$ cat config.mk
export PLATFORM = sky130hd
export DESIGN_NAME = inst_loader
export DESIGN_NICKNAME = d
export VERILOG_FILES = /design/src/rtl/inst_loader_pkg.sv /design/src/rtl/inst_loader_byte_assembler.sv /design/src/rtl/inst_loader.sv
export SDC_FILE = /design/constraint.sdc
export NUM_CORES = 1
export LEC_CHECK = 0
export CORE_UTILIZATION = 40
export DETAILED_ROUTE_END_ITERATION = 10
export GPL_TIMING_DRIVEN = 0
export PLACE_DENSITY = 0.61
export SYNTH_ARGS = -nofsm -noshare
export SYNTH_HDL_FRONTEND = slang
export SYNTH_SLANG_ARGS = --single-unit
$ cat constraint.sdc
create_clock -name clk -period 5.2 [get_ports clk]
set_input_delay 1.04 -clock clk [delete_from_list [all_inputs] [get_ports clk]]
set_output_delay 1.04 -clock clk [all_outputs]
set_load 0.005 [all_outputs]
$ cat src/rtl/inst_loader_pkg.sv
// Shared types and constants for the UART-driven instruction-RAM loader.
package inst_loader_pkg;

   typedef enum logic [2:0] {
      ST_IDLE,
      ST_LEN,
      ST_DATA,
      ST_WRITE,
      ST_DONE,
      ST_ERROR
   } state_t;

   localparam int unsigned LEN_BYTES  = 4;
   localparam int unsigned WORD_BYTES = 4;

endpackage

$ cat src/rtl/inst_loader_byte_assembler.sv
// Little-endian 8-to-32 packer shared by the length header and the data words.
module byte_assembler
   import inst_loader_pkg::*;
(
   input  logic        clk,
   input  logic        rstn,
   input  logic        clear,
   input  logic        accept,
   input  logic [7:0]  byte_data,
   output logic [31:0] word,
   output logic [1:0]  byte_idx,
   output logic        word_complete
);

   logic [31:0] word_q;

   // word already includes the byte being accepted, so the fourth byte is usable in its own cycle
   always_comb begin
      word = word_q;
      if (accept) begin
         word[{byte_idx, 3'b000} +: 8] = byte_data;
      end
      word_complete = accept && (byte_idx == 2'(WORD_BYTES - 1));
   end

   always_ff @(posedge clk or negedge rstn) begin
      if (!rstn) begin
         word_q   <= '0;
         byte_idx <= '0;
      end else if (clear) begin
         word_q   <= '0;
         byte_idx <= '0;
      end else if (accept) begin
         word_q   <= word;
         byte_idx <= byte_idx + 2'd1;
      end
   end

endmodule

$ cat src/rtl/inst_loader.sv
// Loads a length-prefixed stream of little-endian 32-bit words from a UART into instruction RAM.
module inst_loader
   import inst_loader_pkg::*;
#(
   parameter int unsigned ADDR_WIDTH = 15,
   parameter int unsigned BASE_ADDR  = 0
) (
   input  logic                  clk,
   input  logic                  rstn,
   input  logic                  start,
   input  logic [7:0]            rx_data,
   input  logic                  rx_valid,
   output logic                  rx_ready,
   output logic [ADDR_WIDTH-1:0] ram_addr,
   output logic                  ram_enable,
   output logic                  ram_write_enable,
   output logic [31:0]           ram_write_data,
   output logic                  busy,
   output logic                  done,
   output logic                  error
);

   // Compared at 33 bits so that huge lengths never alias onto a legal count
   localparam logic [32:0] MAX_WORDS = (33'd1 << ADDR_WIDTH) - 33'(BASE_ADDR);

   state_t      state;
   logic [31:0] n_words;
   logic [32:0] word_cnt;
   logic        accept;
   logic        asm_clear;
   logic [31:0] asm_word;
   logic [1:0]  asm_idx;
   logic        asm_complete;

   assign accept    = rx_valid && rx_ready;
   assign asm_clear = (state == ST_IDLE) && start;

   byte_assembler u_asm (
      .clk           (clk),
      .rstn          (rstn),
      .clear         (asm_clear),
      .accept        (accept),
      .byte_data     (rx_data),
      .word          (asm_word),
      .byte_idx      (asm_idx),
      .word_complete (asm_complete)
   );

   always_ff @(posedge clk or negedge rstn) begin
      if (!rstn) begin
         state            <= ST_IDLE;
         n_words          <= '0;
         word_cnt         <= '0;
         rx_ready         <= 1'b0;
         ram_addr         <= '0;
         ram_enable       <= 1'b0;
         ram_write_enable <= 1'b0;
         ram_write_data   <= '0;
         busy             <= 1'b0;
         done             <= 1'b0;
         error            <= 1'b0;
      end else begin
         case (state)
            ST_IDLE: begin
               if (start) begin
                  state    <= ST_LEN;
                  rx_ready <= 1'b1;
                  busy     <= 1'b1;
                  error    <= 1'b0;
                  word_cnt <= '0;
                  ram_addr <= ADDR_WIDTH'(BASE_ADDR);
               end
            end
            ST_LEN: begin
               if (accept && asm_idx == 2'(LEN_BYTES - 1)) begin
                  n_words <= asm_word;
                  if (asm_word == '0) begin
                     state    <= ST_DONE;
                     rx_ready <= 1'b0;
                     busy     <= 1'b0;
                     done     <= 1'b1;
                  end else if ({1'b0, asm_word} > MAX_WORDS) begin
                     state    <= ST_ERROR;
                     rx_ready <= 1'b0;
                     busy     <= 1'b0;
                     error    <= 1'b1;
                  end else begin
                     state <= ST_DATA;
                  end
               end
            end
            ST_DATA: begin
               if (asm_complete) begin
                  state            <= ST_WRITE;
                  rx_ready         <= 1'b0;
                  ram_enable       <= 1'b1;
                  ram_write_enable <= 1'b1;
                  ram_write_data   <= asm_word;
               end
            end
            ST_WRITE: begin
               ram_enable       <= 1'b0;
               ram_write_enable <= 1'b0;
               ram_addr         <= ram_addr + ADDR_WIDTH'(1);
               word_cnt         <= word_cnt + 33'd1;
               if (word_cnt + 33'd1 == {1'b0, n_words}) begin
                  state <= ST_DONE;
                  busy  <= 1'b0;
                  done  <= 1'b1;
               end else begin
                  state    <= ST_DATA;
                  rx_ready <= 1'b1;
               end
            end
            ST_DONE: begin
               done  <= 1'b0;
               state <= ST_IDLE;
            end
            ST_ERROR: begin
               state <= ST_IDLE;
            end
            default: begin
               state <= ST_IDLE;
            end
         endcase
      end
   end

endmodule

==> results.cfg <==
[yosys]
yosysWarnings = 0
syn_inst = 867
synth-seq-area-share_pct = 49.17
synth-seq-cells = 154
synth_ff_type = dfrtp_1
async_flop_share_pct = 100.0
synth.distinct_cells = 62
synth_edf_count = 0
syn_area_sq_um = 7838
syn_area_per_cell_sq_um = 9.040
syn_nets = 886

[global_route]
busiest_layer = met2
antenna_found_initial = 0
grt_pass1_wl_mm = 37.18
grt_use_met2_pct = 37.13
grt_max_degree = 109
overflow = 0
grt_pass1_vias = 6600
met1_usage_pct = 34.17
grtUsageTotal_pct = 24.07
grt_util_met3_pct = 4.913

[floorplanning]
initial_core_util_pct = 41.35
pin_count = 65
core_sq_um = 18960
die_x_microns = 142.0
dieArea_sq_um = 20160
num_rows = 50
die_h_microns = 142.0

[sta]
fin_skew_ps = 12.62
rsz0062_at_grt = no
slew_viol_final = 0
layout_min_cycle_time_ps = 3974
setup_violations = 0
finalCritPeriodShare_pct = 76.42
fmax_ghz = 0.2517
fin_ws_ps = 1226
finalHoldViolations = 0
max-slew-margin-rel_pct = 23.57
worstMarginPinSlew_ps = 1136
timing.hold.ws_ps = 481.7
tns_ps = 0

[worst_setup_path]
cp_top_family = simple AND/OR/NAND/NOR gates
startpoint_type = flip-flop
critPathKind = reg -> reg
crit_path_top_delay_cell = or4_1
endpoint_kind = flip-flop
crit_required_ps = 5490
path_cells = ha_1 > clkbuf_1 > nand2_1 > or4_1 > nor4_1 > o22ai_1 > a2111oi_2 > nand4_1 > a2111oi_4 > o21ai_0
crit_fanout = 9
cp_num_buf_inv = 1
arrival_ps = 4260
worst_path_largest_cell_delay_ps = 620

[clock_network]
cts.sinks = 154
cts_setup_buffers = 0
cts_tree = done
cts_root_buf = clkbuf_16
numCtsBuffers = 17
clk_latency_ps = 430
clockBufferDepth = 2
cts-hold-fix-buffers = 0
clk_pin_slew_ps = 70
cts_resized = 0
cts.htree.levels = 4

[route]
wire_per_inst_microns = 18.64
via_count = 6889
drtIter0Drc = 464
routed_wl_mm = 22.82
drc_errors = 0
detail-route-antenna-nets = 0
viasPerCell = 5.628
dr.pass1.iters = 5

[pwr]
fin_total_pwr_mw = 4.300
powerDensity_nw_per_um2 = 458.1
p_leak_nw = 3.897
max-vdd-ir-drop_mv = 0.2973

[run_status]
status = finished clean

[final_layout]
final_cells = 1224
fin_util_pct = 49.52
antenna_cells = 0
syn2layout_area_growth_pct = 19.78
drive_gt1_share_pct = 5.809
fin_area_sq_um = 9388
nFillCells = 1837
nets = 970

[placed_design]
placed_cells = 1192
placed_area_sq_um = 8840
place_ws_ps = 1267
place.port_buffers = 63
place_hpwl_mm = 16.46
gp_congestion = 0.9116

[run]
cap_violations = 0

[min_path]
hold_class = reg -> reg
[area by class of cell]
class,instances,area [sq um],share of cell area (%)
clock buffer,20,446.7,4.758
tap,260,325.3,3.465
multi-input combinational,644,3717,39.60
inverter,8,30.03,0.3199
timing repair buffer,65,670.6,7.144
buffer,61,242.7,2.586
clock inverter,12,101.3,1.080
sequential,154,3854,41.05
[worst min-delay path, delay by kind of cell (launching register included)]
kind	cells	cell delay (ps)
flops	1	350
simple gates	1	40
compound gates	1	60
[cell usage after synthesis, types with 2 or more instances]
cell      count  share of area (%)
a22o_1        3               0.34
or4_1         6               0.57
and4b_1       2               0.26
nand2_1     133                6.4
o31a_1        4               0.45
ha_1          7                1.1
buf_2         7               0.45
or3_1         5               0.40
nand4_1      19                1.5
o311ai_0      3               0.34
a21o_1        3               0.29
and4_1        5               0.56
o22ai_1       3               0.24
nand3_1      43                2.7
nor4_2        3               0.48
nor4b_1       2               0.22
inv_1         8               0.38
or4b_2        2               0.26
a31oi_1      12               0.96
nand2b_1      4               0.32
a211oi_1      2               0.19
o41ai_1       6               0.67
nor2_1       63                3.0
xor2_1       18                2.0
o31ai_1      12                1.1
a311oi_1      3               0.34
clkbuf_1     51                2.4
nand3b_1      4               0.38
and3_1        9               0.72
nor3_1       12               0.77
dfrtp_1     154                 49
a21oi_1      33                2.1
o21ai_0     126                8.0
xnor2_1      26                2.9
and2_1        7               0.56
a22oi_1      25                2.4
nor4_1       17                1.4
[power breakdown]
group | switching, mW | internal, mW | leakage (nW)
sequential | 0.196 | 1.42 | 2.12
clock | 0.541 | 0.637 | 0.265
combinational | 0.946 | 0.565 | 1.51
[registers in the layout (all words and copies together) (netlist names)]
register	count
ram_write_enable	1
rx_ready	1
u_asm.word_q	32
u_asm.byte_idx	2
n_words	32
ram_write_data	32
ram_addr	15
error	1
word_cnt	33
busy	1
state	3
done	1
[cells in the final DEF (no fill, tap or decap), types with 18 or more instances in the layout]
| master | count |
|---|---|
| a21oi_1 | 33 |
| a22oi_1 | 25 |
| clkbuf_1 | 53 |
| clkdlybuf4s50_1 | 62 |
| dfrtp_1 | 154 |
| nand2_1 | 133 |
| nand3_1 | 43 |
| nand4_1 | 19 |
| nor2_1 | 63 |
| o21ai_0 | 126 |
| xnor2_1 | 26 |
| xor2_1 | 18 |
[layer usage]
| layer | wire, microns | share of wire (%) | vias up |
|---|---|---|---|
| met2 | 10320 | 45 | 207 |
| met3 | 1077 | 4.7 | 30 |
| met1 | 10910 | 48 | 3340 |
| met4 | 515 | 2.3 | 0 |
| li1 | - | - | 3312 |
| met5 | 0 | 0 | - |
[kinds of logic after synthesis]
logic type	synth area share, %
AOI/OAI and AO/OA	18.93
xor gates and xnor gates	5.204
muxes	0.2714
adders and majority gates	1.117
DFF	49.17
buffers and inverters	3.480
and+or+nand+nor	21.82
[path summary, 6_finish.rpt]
check | slack (ps) | start | endpoint | cells past startpoint
worst max-delay path | 1230 | word_cnt[0] | busy | 10
worst min-delay path | 480 | ram_write_data[6] | ram_write_data[6] | 2
worst max register to register | 1230 | word_cnt[0] | busy | 10
worst min register to register | 480 | ram_write_data[6] | ram_write_data[6] | 2
max in group asynchronous | 3840 | rstn | word_cnt[21] | 2
min in group asynchronous | 510 | rstn | word_cnt[8] | 1
Power figures use the tool's default switching activity.
